$ cat src/rtl/match_controller.sv
// Game-flow controller for the N-player tank game: MENU -> PLAYING -> ROUND_OVER -> FINAL.
// Tracks the active/alive player masks and the per-player scores, and picks the round/match winner.
module match_controller #(
  parameter int NUM_PLAYERS = 2,
  parameter int SCORE_W     = 6,
  parameter int WIN_SCORE   = 5,
  parameter int HOLD_FRAMES = 60
) (
  input  logic                             clk_i,
  input  logic                             reset_i,
  input  logic                             frame_tick_i,
  input  logic                             start_i,
  input  logic                             select_up_i,
  input  logic                             select_down_i,
  input  logic [NUM_PLAYERS-1:0]           hit_i,
  output logic                             is_menu_o,
  output logic                             is_playing_o,
  output logic                             is_continue_o,
  output logic                             is_final_o,
  output logic                             round_reset_o,
  output logic [NUM_PLAYERS-1:0]           active_mask_o,
  output logic [NUM_PLAYERS-1:0]           alive_mask_o,
  output logic [NUM_PLAYERS*SCORE_W-1:0]   score_o,
  output logic [$clog2(NUM_PLAYERS)-1:0]   winner_o,
  output logic                             winner_valid_o
);

  localparam int WIN_W  = $clog2(NUM_PLAYERS);
  localparam int CNT_W  = $clog2(NUM_PLAYERS + 1);
  localparam int HOLD_W = (HOLD_FRAMES < 1) ? 1 : $clog2(HOLD_FRAMES + 1);

  localparam logic [SCORE_W-1:0]     SCORE_MAX  = {SCORE_W{1'b1}};
  localparam logic [SCORE_W-1:0]     WIN_S      = SCORE_W'(WIN_SCORE);
  localparam logic [HOLD_W-1:0]      HOLD_CAP   = HOLD_W'(HOLD_FRAMES);
  localparam logic [CNT_W-1:0]       CNT_MIN    = CNT_W'(2);
  localparam logic [CNT_W-1:0]       CNT_MAX    = CNT_W'(NUM_PLAYERS);
  localparam logic [NUM_PLAYERS-1:0] RESET_MASK = NUM_PLAYERS'(2'b11);

  // One-hot encoding lets each state flag come straight off a state register bit.
  typedef enum logic [3:0] {
    S_MENU       = 4'b0001,
    S_PLAYING    = 4'b0010,
    S_ROUND_OVER = 4'b0100,
    S_FINAL      = 4'b1000
  } state_t;

  state_t                   r_state;
  logic [CNT_W-1:0]         r_count;
  logic [NUM_PLAYERS-1:0]   r_active_mask;
  logic [NUM_PLAYERS-1:0]   r_alive_mask;
  logic [SCORE_W-1:0]       r_score [NUM_PLAYERS];
  logic [WIN_W-1:0]         r_winner;
  logic                     r_winner_valid;
  logic [HOLD_W-1:0]        r_hold;
  logic                     r_round_reset;
  logic                     r_start_q;
  logic                     r_up_q;
  logic                     r_down_q;
  logic [NUM_PLAYERS-1:0]   r_hit_q;

  logic                     w_start_rise;
  logic                     w_up_rise;
  logic                     w_down_rise;
  logic [NUM_PLAYERS-1:0]   w_hit_rise;
  logic [NUM_PLAYERS-1:0]   w_alive_next;
  logic [CNT_W-1:0]         w_pop;
  logic [WIN_W-1:0]         w_win_idx;
  logic [SCORE_W-1:0]       w_win_score;
  logic [SCORE_W-1:0]       w_score_inc;
  logic [CNT_W-1:0]         w_count_next;
  logic [NUM_PLAYERS-1:0]   w_mask_next;

  assign w_start_rise = start_i & ~r_start_q;
  assign w_up_rise    = select_up_i & ~r_up_q;
  assign w_down_rise  = select_down_i & ~r_down_q;
  assign w_hit_rise   = hit_i & ~r_hit_q;

  // Only hits on players that are both in the match and still alive take effect.
  assign w_alive_next = r_alive_mask & ~(w_hit_rise & r_active_mask);

  always_comb begin
    w_pop     = '0;
    w_win_idx = '0;
    for (int p = 0; p < NUM_PLAYERS; p++) begin
      if (w_alive_next[p]) begin
        w_pop     = w_pop + CNT_W'(1);
        w_win_idx = WIN_W'(p);
      end
    end
    w_win_score = r_score[w_win_idx];
    w_score_inc = (w_win_score == SCORE_MAX) ? SCORE_MAX : w_win_score + SCORE_W'(1);
  end

  always_comb begin
    w_count_next = r_count;
    if (w_up_rise && !w_down_rise && r_count < CNT_MAX)
      w_count_next = r_count + CNT_W'(1);
    else if (w_down_rise && !w_up_rise && r_count > CNT_MIN)
      w_count_next = r_count - CNT_W'(1);
    w_mask_next = '0;
    for (int p = 0; p < NUM_PLAYERS; p++)
      w_mask_next[p] = (p < int'(w_count_next));
  end

  always_ff @(posedge clk_i) begin
    if (reset_i) begin
      r_state        <= S_MENU;
      r_count        <= CNT_MIN;
      r_active_mask  <= RESET_MASK;
      r_alive_mask   <= RESET_MASK;
      for (int p = 0; p < NUM_PLAYERS; p++) r_score[p] <= '0;
      r_winner       <= '0;
      r_winner_valid <= 1'b0;
      r_hold         <= '0;
      r_round_reset  <= 1'b1;
      r_start_q      <= 1'b0;
      r_up_q         <= 1'b0;
      r_down_q       <= 1'b0;
      r_hit_q        <= '0;
    end else begin
      r_start_q <= start_i;
      r_up_q    <= select_up_i;
      r_down_q  <= select_down_i;
      r_hit_q   <= hit_i;
      case (r_state)
        S_MENU: begin
          r_count       <= w_count_next;
          r_active_mask <= w_mask_next;
          r_alive_mask  <= w_mask_next;
          if (w_start_rise) begin
            r_state        <= S_PLAYING;
            r_round_reset  <= 1'b0;
            r_winner_valid <= 1'b0;
            for (int p = 0; p < NUM_PLAYERS; p++) r_score[p] <= '0;
          end
        end
        S_PLAYING: begin
          r_alive_mask <= w_alive_next;
          if (w_pop == CNT_W'(1)) begin
            r_score[w_win_idx] <= w_score_inc;
            r_winner           <= w_win_idx;
            r_winner_valid     <= 1'b1;
            r_hold             <= '0;
            r_round_reset      <= 1'b1;
            r_state            <= (w_score_inc >= WIN_S) ? S_FINAL : S_ROUND_OVER;
          end else if (w_pop == '0) begin
            r_winner_valid <= 1'b0;
            r_hold         <= '0;
            r_round_reset  <= 1'b1;
            r_state        <= S_ROUND_OVER;
          end
        end
        S_ROUND_OVER: begin
          if (frame_tick_i && r_hold != HOLD_CAP)
            r_hold <= r_hold + HOLD_W'(1);
          // The start check uses the pre-increment count, so a press on the last tick is dropped.
          if (w_start_rise && r_hold == HOLD_CAP) begin
            r_state       <= S_PLAYING;
            r_alive_mask  <= r_active_mask;
            r_round_reset <= 1'b0;
          end
        end
        S_FINAL: begin
          if (w_start_rise) begin
            r_state       <= S_MENU;
            r_round_reset <= 1'b1;
          end
        end
        default: begin
          r_state       <= S_MENU;
          r_round_reset <= 1'b1;
        end
      endcase
    end
  end

  assign is_menu_o      = r_state[0];
  assign is_playing_o   = r_state[1];
  assign is_continue_o  = r_state[2];
  assign is_final_o     = r_state[3];
  assign round_reset_o  = r_round_reset;
  assign active_mask_o  = r_active_mask;
  assign alive_mask_o   = r_alive_mask;
  assign winner_o       = r_winner;
  assign winner_valid_o = r_winner_valid;

  genvar gi;
  generate
    for (gi = 0; gi < NUM_PLAYERS; gi++) begin : g_score_pack
      assign score_o[gi*SCORE_W +: SCORE_W] = r_score[gi];
    end
  endgenerate

endmodule

$ cat config.mk
export PLATFORM = sky130hd
export DESIGN_NAME = match_controller
export DESIGN_NICKNAME = d
export VERILOG_FILES = /design/src/rtl/match_controller.sv
export SDC_FILE = /design/constraint.sdc
export NUM_CORES = 1
export LEC_CHECK = 0
export ABC_AREA = 1
export CAP_MARGIN = 10
export CORE_UTILIZATION = 53
export DETAILED_ROUTE_END_ITERATION = 16
export PLACE_DENSITY = 0.79
export SLEW_MARGIN = 20
export SYNTH_ARGS = -nofsm -noshare
export SYNTH_HDL_FRONTEND = slang
export SYNTH_SLANG_ARGS = --single-unit
$ cat constraint.sdc
create_clock -name clk_i -period 2.6 [get_ports clk_i]
set_input_delay 0.26 -clock clk_i [delete_from_list [all_inputs] [get_ports clk_i]]
set_output_delay 0.26 -clock clk_i [all_outputs]
set_load 0.05 [all_outputs]
==> key figures, run 1 <==
Outcome
  – Outcome: completed

Power
  – Max IR drop VDD: 0.3948 mV
  – Static Leak: 1.107 nW
  – Power Total: 2.212 mW
  – Pwr/cell area: 948.5 nW/um^2

Setup path
  – R2R cell count: 11
  – CP Launch Type: flop
  – Critical Path Max Stage Delay: 0.62 ns
  – RR Endpoint: r_state[2]$_SDFFE_PP0P_
  – Arrival time worst endpoint: 2.45 ns
  – Reg2reg start: alive_mask_o[1]$_SDFFE_PP1P_
  – Req. time, crit path: 2.88 ns
  – Reg2Reg Setup Slack: 0.43 ns
  – Critical path class: reg2reg
  – Most common cell on crit path: nand3_1
  – CP Cell Sequence: nand3_1 > nand2_4 > ha_1 > nand3_1 > nor2_2 > nand3_1 > o21ai_2 > nand4_2 > nand2_1 > nand2_1 > a21oi_2
  – Crit path max fanout: 10
  – CP max-delay cell: dfxtp_1
  – Worst Setup End Kind: flop

Yosys
  – Post-synth ARST share: 0
  – Top_reg_cell synth: dfxtp_1
  – Synth Area per Inst: 7.601 um^2
  – Yosys warning total: 0
  – Flop and latch count out of synthesis: 35
  – Cells after synthesis: 254
  – Cell Area, Synth: 1931 um^2
  – Synthesized net count: 267
  – Post-synthesis sequential area ratio: 0.4251
  – Post-synth EDFFs: 12
  – Yosys cell types: 37

Min path
  – Hold Startpoint: start_i
  – Worst-case hold path end point: r_start_q$_SDFF_PP0_
  – Min-Delay Path Class: in2reg
  – Hold Crit Depth: 3

GRT
  – GRT Util Overall: 0.2244
  – Largest net degree at the start of global routing: 13
  – Vias in the first global route: 1579
  – Total congestion overflow: 0
  – First-pass GRT wire length: 6865 um
  – Initial antenna violation count: 0

Final layout
  – Area delta synth->final: 20.80%
  – Fillers: 290
  – Layout Nets: 302
  – Layout cells sized above 1: 0.1034
  – Antenna diodes: 0

STA
  – Worst-Margin Slew: 0.5074 ns
  – Post-route setup TNS: 0 ns
  – Clk_skew: 0.01235 ns
  – Final setup violation count: 0
  – Period utilization: 0.8342
  – Rel. slew slack: 0.6607
  – RSZ-0062 raised after global routing: false
  – Max Slew Vio Count: 0
  – Fin crit period: 2.169 ns
  – Max Freq: 0.4611 GHz
  – Final hold violations: 0

Die
  – Die ar.: 3888 um^2
  – I/O pins: 31
  – Core Region: 3416 um^2
  – Initial Utilization: 0.5652
  – Row count: 21
  – Die height: 62.36 um
  – Die Wd: 62.36 um

Detailed routing
  – Top layer in use: met4
  – DRC viols: 0
  – Drt wl/cell: 11.70 um
  – Met3 wire length: 307 um
  – WL final: 3932 um
  – Detailed Route Iter0 Violations: 123
  – Pre-Repair DR Iteration Count: 4
  – Antenna viol nets, final: 0
  – Met2 Routed Length: 1705 um
  – Routed vias: 1677
  – M1 WL: 1866 um
  – Vias per cell: 4.991

CTS
  – CTS max path bufs: 2
  – CTS tree: built
  – H-tree levels: 2
  – Hold-fix buffers, CTS: 0
  – Post_cts resized: 0
  – Post-CTS Setup Repair Bufs: 0
  – Worst-path clk slew: 0.11 ns
  – CTS Buf Count: 5
  – Worst-Skew Late Latency: 0.35 ns
  – CTS root buffer: clkbuf_4
  – CTS sink cnt: 35

Placed design
  – Final GP Congestion: 0.8472
  – Post-DP HPWL: 3036 um
  – Port Buffer Count: 30

Job
  – Max Cap Violations: 0
==> report_power, final <==
group	internal, mW	switching, mW	total [mW]
registers	0.668	0.0972	0.765
logic	0.375	0.784	1.16
clock network	0.0990	0.190	0.289
==> how the worst max path moves through the flow <==
stage / from / to / slack, ns / cells after the start
6_report: alive_mask_o[1]$_SDFFE_PP1P_ / r_state[2]$_SDFFE_PP0P_ / 0.43 / 11
5_1_grt: alive_mask_o[1]$_SDFFE_PP1P_ / r_state[2]$_SDFFE_PP0P_ / 0.23 / 12
4_1_cts: alive_mask_o[1]$_SDFFE_PP1P_ / r_state[2]$_SDFFE_PP0P_ / 0.41 / 11
3_5_place_dp: hit_i[1] / r_state[2]$_SDFFE_PP0P_ / 0.17 / 14
3_3_place_gp: hit_i[1] / r_score[1][2]$_SDFFCE_PN0P_ / 0.25 / 9
2_1_floorplan: alive_mask_o[1]$_SDFFE_PP1P_ / r_state[2]$_SDFFE_PP0P_ / 0.38 / 12
==> per-layer routing <==
layer	vias up	track usage
met1	750	0.2946
li1	869	-
met2	50	0.3530
met4	0	0.07849
met5	-	0
met3	8	0.06434
==> cells in the final DEF (no fill, tap or decap), types with 2 or more instances in the layout <==
cell,n
inv_1,51
nand2_1,49
nor2_1,35
clkdlybuf4s50_1,30
dfxtp_1,23
nand3_1,16
edfxtp_1,12
a21oi_1,11
nand2_2,9
o21ai_0,7
ha_1,5
clkbuf_4,5
clkinv_1,3
o221ai_1,3
nand3_4,2
nand4_1,2
nor3_1,2
nor2_2,2
o211ai_1,2
a211oi_1,2
nor3b_2,2
==> sequential cells by signal, indices dropped and copies added, names as in the netlist, 2 cells and up <==
name          count
alive_mask_o      2
r_count           2
r_hit_q           2
r_hold            6
r_score          12
r_state           4
==> logic make-up (layout without fill, tap and decap cells) <==
kind of cell,Yosys count,in the layout,synth area share
buffers and inverters,56,92,0.1115
adder cells (fa/ha/maj),5,5,0.03240
XOR/XNOR,2,2,0.009075
flip-flops,35,35,0.4251
AO/OA/AOI/OAI,29,29,0.09138
AND/OR/NAND/NOR,127,127,0.3305
==> through the flow <==
stage | utilization | setup WS [ns] | area [um^2] | std cells | hold WS [ns]
floorplan | - | 0.3823 | 1931 | 254 | 0.3385
global placement | 0.6674 | 0.2506 | 2280 | 328 | 0.4812
detailed placement | 0.6674 | 0.1694 | 2280 | 328 | 0.4667
CTS | 0.6828 | 0.4133 | 2332 | 336 | 0.4430
global route | 0.6828 | 0.2303 | 2332 | 336 | 0.4536
finish | 0.6828 | 0.4311 | 2332 | 336 | 0.4414
==> critical path, delay by kind of cell (launching register included) <==
kind	cells	cell delay [ns]
AOI/OAI and AO/OA	2	0.23
adders and majority gates	1	0.21
and+or+nand+nor	8	1.04
DFF	1	0.62
==> area by class of cell <==
type | instances | area (um^2) | area share
Multi-Input combinational cell | 163 | 894.6 | 0.3836
Sequential cell | 35 | 820.8 | 0.3519
Timing Repair Buffer | 31 | 307.8 | 0.1320
Inverter | 53 | 198.9 | 0.08530
Tap cell | 46 | 57.56 | 0.02468
Clock buffer | 5 | 37.54 | 0.01609
Clock inverter | 3 | 15.01 | 0.006438
==> cell usage after synthesis (all sizes together) (3+ instances only) <==
master  number  area, um^2
buf          3       16.26
nand3       18       115.1
o21ai        9       48.79
nor3b        3       32.53
inv         52       195.2
nor2        37       143.9
dfxtp       23       460.4
a21oi       12       63.81
nand4        3       25.02
nand2       60       271.5
o221ai       3       26.28
edfxtp      12       360.4
ha           5       62.56
nor3         4       36.29
No activity file was read; power rests on OpenSTA's default activity.
==> run 2, diff against run 1 <==
--- a/config.mk
+++ b/config.mk
@@ -7,9 +7,9 @@
 export LEC_CHECK = 0
 export ABC_AREA = 1
 export CAP_MARGIN = 10
-export CORE_UTILIZATION = 53
+export CORE_UTILIZATION = 48
 export DETAILED_ROUTE_END_ITERATION = 16
-export PLACE_DENSITY = 0.79
+export PLACE_DENSITY = 0.76
 export SLEW_MARGIN = 20
 export SYNTH_ARGS = -nofsm -noshare
 export SYNTH_HDL_FRONTEND = slang
==> constraint.sdc (replaced) <==
create_clock -name clk_i -period 1.8 [get_ports clk_i]
set_input_delay 0.18 -clock clk_i [delete_from_list [all_inputs] [get_ports clk_i]]
set_output_delay 0.18 -clock clk_i [all_outputs]
set_load 0.05 [all_outputs]
==> key figures, run 2 (synthesis results as in run 1) <==
Final layout
  – Layout Nets: 327
  – Area delta synth->final: 40.70%
  – Antenna diodes: 0
  – Final Cell Area: 2716 um^2
  – Max reg flops: 12
  – FF/Latch Area: 834.6 um^2
  – Fillers: 289
  – Layout cells sized above 1: 0.2667
  – Core Util, Final: 0.7203
  – Biggest regs: r_score (12), r_hold (6), r_state (4)
  – Area occupied by multi-input gates: 1037 um^2
  – Commonest non-fill, non-tap cell in the layout: inv_1
  – Commonest non-fill, non-tap cells in the layout: inv_1, nand2_1, nor2_1
  – Biggest register: r_score

Min path
  – Min-Delay Path Class: in2reg
  – Hold Startpoint: hit_i[1]
  – Hold Crit Depth: 3
  – Worst-case hold path end point: r_hit_q[1]$_SDFF_PP0_

Setup path
  – RR Endpoint: r_state[2]$_SDFFE_PP0P_
  – Reg2reg start: r_count[1]$_SDFFE_PP1P_
  – CP Launch Type: flop
  – CP Cell Sequence: nand3_4 > nand2_8 > nand2_4 > nand2_4 > ha_4 > nand3_4 > nor2_4 > nand3_2 > o21ai_2 > nand4_2 > nand2_1 > nand2_1 > a21oi_2
  – Worst Setup End Kind: flop
  – Crit path max fanout: 5
  – Crit path max-delay family: simple AND/OR/NAND/NOR gates
  – Reg2Reg Setup Slack: 0.05 ns
  – Req. time, crit path: 2.03 ns
  – Critical Path Max Stage Delay: 0.37 ns
  – CP max-delay cell: dfxtp_4
  – Arrival time worst endpoint: 1.98 ns
  – Critical path class: reg2reg
  – R2R cell count: 13
  – CP Buf/Inv Count: 0

Detailed routing
  – DRC viols: 0
  – Antenna viol nets, final: 0
  – Vias per cell: 5.022
  – WL final: 4562 um
  – Drt wl/cell: 12.57 um
  – Detailed Route Iter0 Violations: 138
  – Pre-Repair DR Iteration Count: 4
  – Routed vias: 1823

CTS
  – CTS Buf Count: 5
  – CTS max path bufs: 2
  – Worst-Skew Late Latency: 0.29 ns
  – CTS root buffer: clkbuf_8
  – CTS sink cnt: 35
  – Worst-path clk slew: 0.07 ns
  – H-tree levels: 2
  – CTS tree: built

STA
  – Clk_skew: 0.003123 ns
  – Final worst slack: 0.05094 ns
  – Period utilization: 0.9717
  – Post-route setup TNS: 0 ns
  – RSZ-0062 raised after global routing: true
  – Worst-Margin Slew: 0.5032 ns
  – Max Slew Vio Count: 0
  – Final hold violations: 0
  – Final setup violation count: 0
  – Fin crit period: 1.749 ns
  – Max Freq: 0.5717 GHz
  – Rel. slew slack: 0.6635

Placed design
  – Final GP Congestion: 0.8919
  – Post-DP HPWL: 3251 um
  – Post-DP Area: 2487 um^2
  – Port Buffer Count: 30
  – Pre-CTS WS: -0.3364 ns

GRT
  – First-pass GRT wire length: 7279 um
  – Initial antenna violation count: 0
  – Total congestion overflow: 0
  – Vias in the first global route: 1779
  – Largest net degree at the start of global routing: 13
  – GRT Util Overall: 0.2315

Die
  – Die height: 65.42 um
  – Die ar.: 4280 um^2
  – I/O pins: 31
  – Row count: 22
  – Initial Utilization: 0.5119
  – Core Region: 3771 um^2
  – Die Wd: 65.42 um

Power
  – Pwr/cell area: 1407 nW/um^2
  – Static Leak: 1.279 nW
  – Max IR drop VDD: 0.6881 mV

Job
  – Max Cap Violations: 0

Outcome
  – Outcome: completed
-- run 2: final cells by class --
cell class,instances,share of cell area
multi-input cells,163,0.3818
flip-flops and latches,35,0.3072
repair buffers,56,0.1824
inverters,53,0.07324
clock buffers,7,0.03178
well taps,48,0.02211
clock inverters,1,0.001382
-- run 2: power by group --
part           switching (mW)  internal (mW)
clock network           0.274          0.306
registers               0.134          0.988
logic                    1.32          0.798
-- run 2: worst max-delay path by stage --
stage | startpoint | end | slack, ns | depth (start not counted)
2_1_floorplan | r_score[1][0]$_SDFFCE_PN0P_ | r_state[2]$_SDFFE_PP0P_ | -0.05 | 12
3_3_place_gp | hit_i[1] | r_score[1][5]$_SDFFCE_PN0P_ | -0.27 | 9
3_5_place_dp | hit_i[1] | r_score[1][5]$_SDFFCE_PN0P_ | -0.34 | 9
4_1_cts | r_count[1]$_SDFFE_PP1P_ | r_state[2]$_SDFFE_PP0P_ | 0.02 | 13
5_1_grt | r_count[1]$_SDFFE_PP1P_ | r_state[2]$_SDFFE_PP0P_ | -0.09 | 13
6_report | r_count[1]$_SDFFE_PP1P_ | r_state[2]$_SDFFE_PP0P_ | 0.05 | 13
-- run 2: through the flow --
stage	hold WS, ns	power (mW)	cells
after detailed placement	0.4713	3.028	352
final	0.3665	3.821	363
after global routing	0.3586	4.073	363
after floorplan	0.2585	2.414	254
after global placement	0.4738	2.996	352
after CTS	0.3189	3.618	361
-- run 2: worst register-to-register path, stage by stage, from the launching register on --
cell and delay [ns]:
dfxtp_4 0.37, nand3_4 0.13, nand2_8 0.13, nand2_4 0.05
nand2_4 0.08, ha_4 0.16, nand3_4 0.07, nor2_4 0.14
nand3_2 0.09, o21ai_2 0.09, nand4_2 0.13, nand2_1 0.09
nand2_1 0.06, a21oi_2 0.10
-- run 2: per-layer routing --
| layer | part of all wire | up-vias | GRT usage |
|---|---|---|---|
| li1 | - | 922 | - |
| met1 | 0.41 | 831 | 0.2585 |
| met2 | 0.51 | 55 | 0.3943 |
| met3 | 0.049 | 15 | 0.06076 |
| met4 | 0.029 | 0 | 0.1332 |
| met5 | 0 | - | 0 |
-- run 2: repair_timing --
action,4_1_cts,5_1_grt
hold endpoints to repair,0,0
hold buffers,0,0
gates resized for setup,2,30
setup buffers,1,2
pin swaps,1,11
cloned,0,0
setup endpoints to repair,15,28
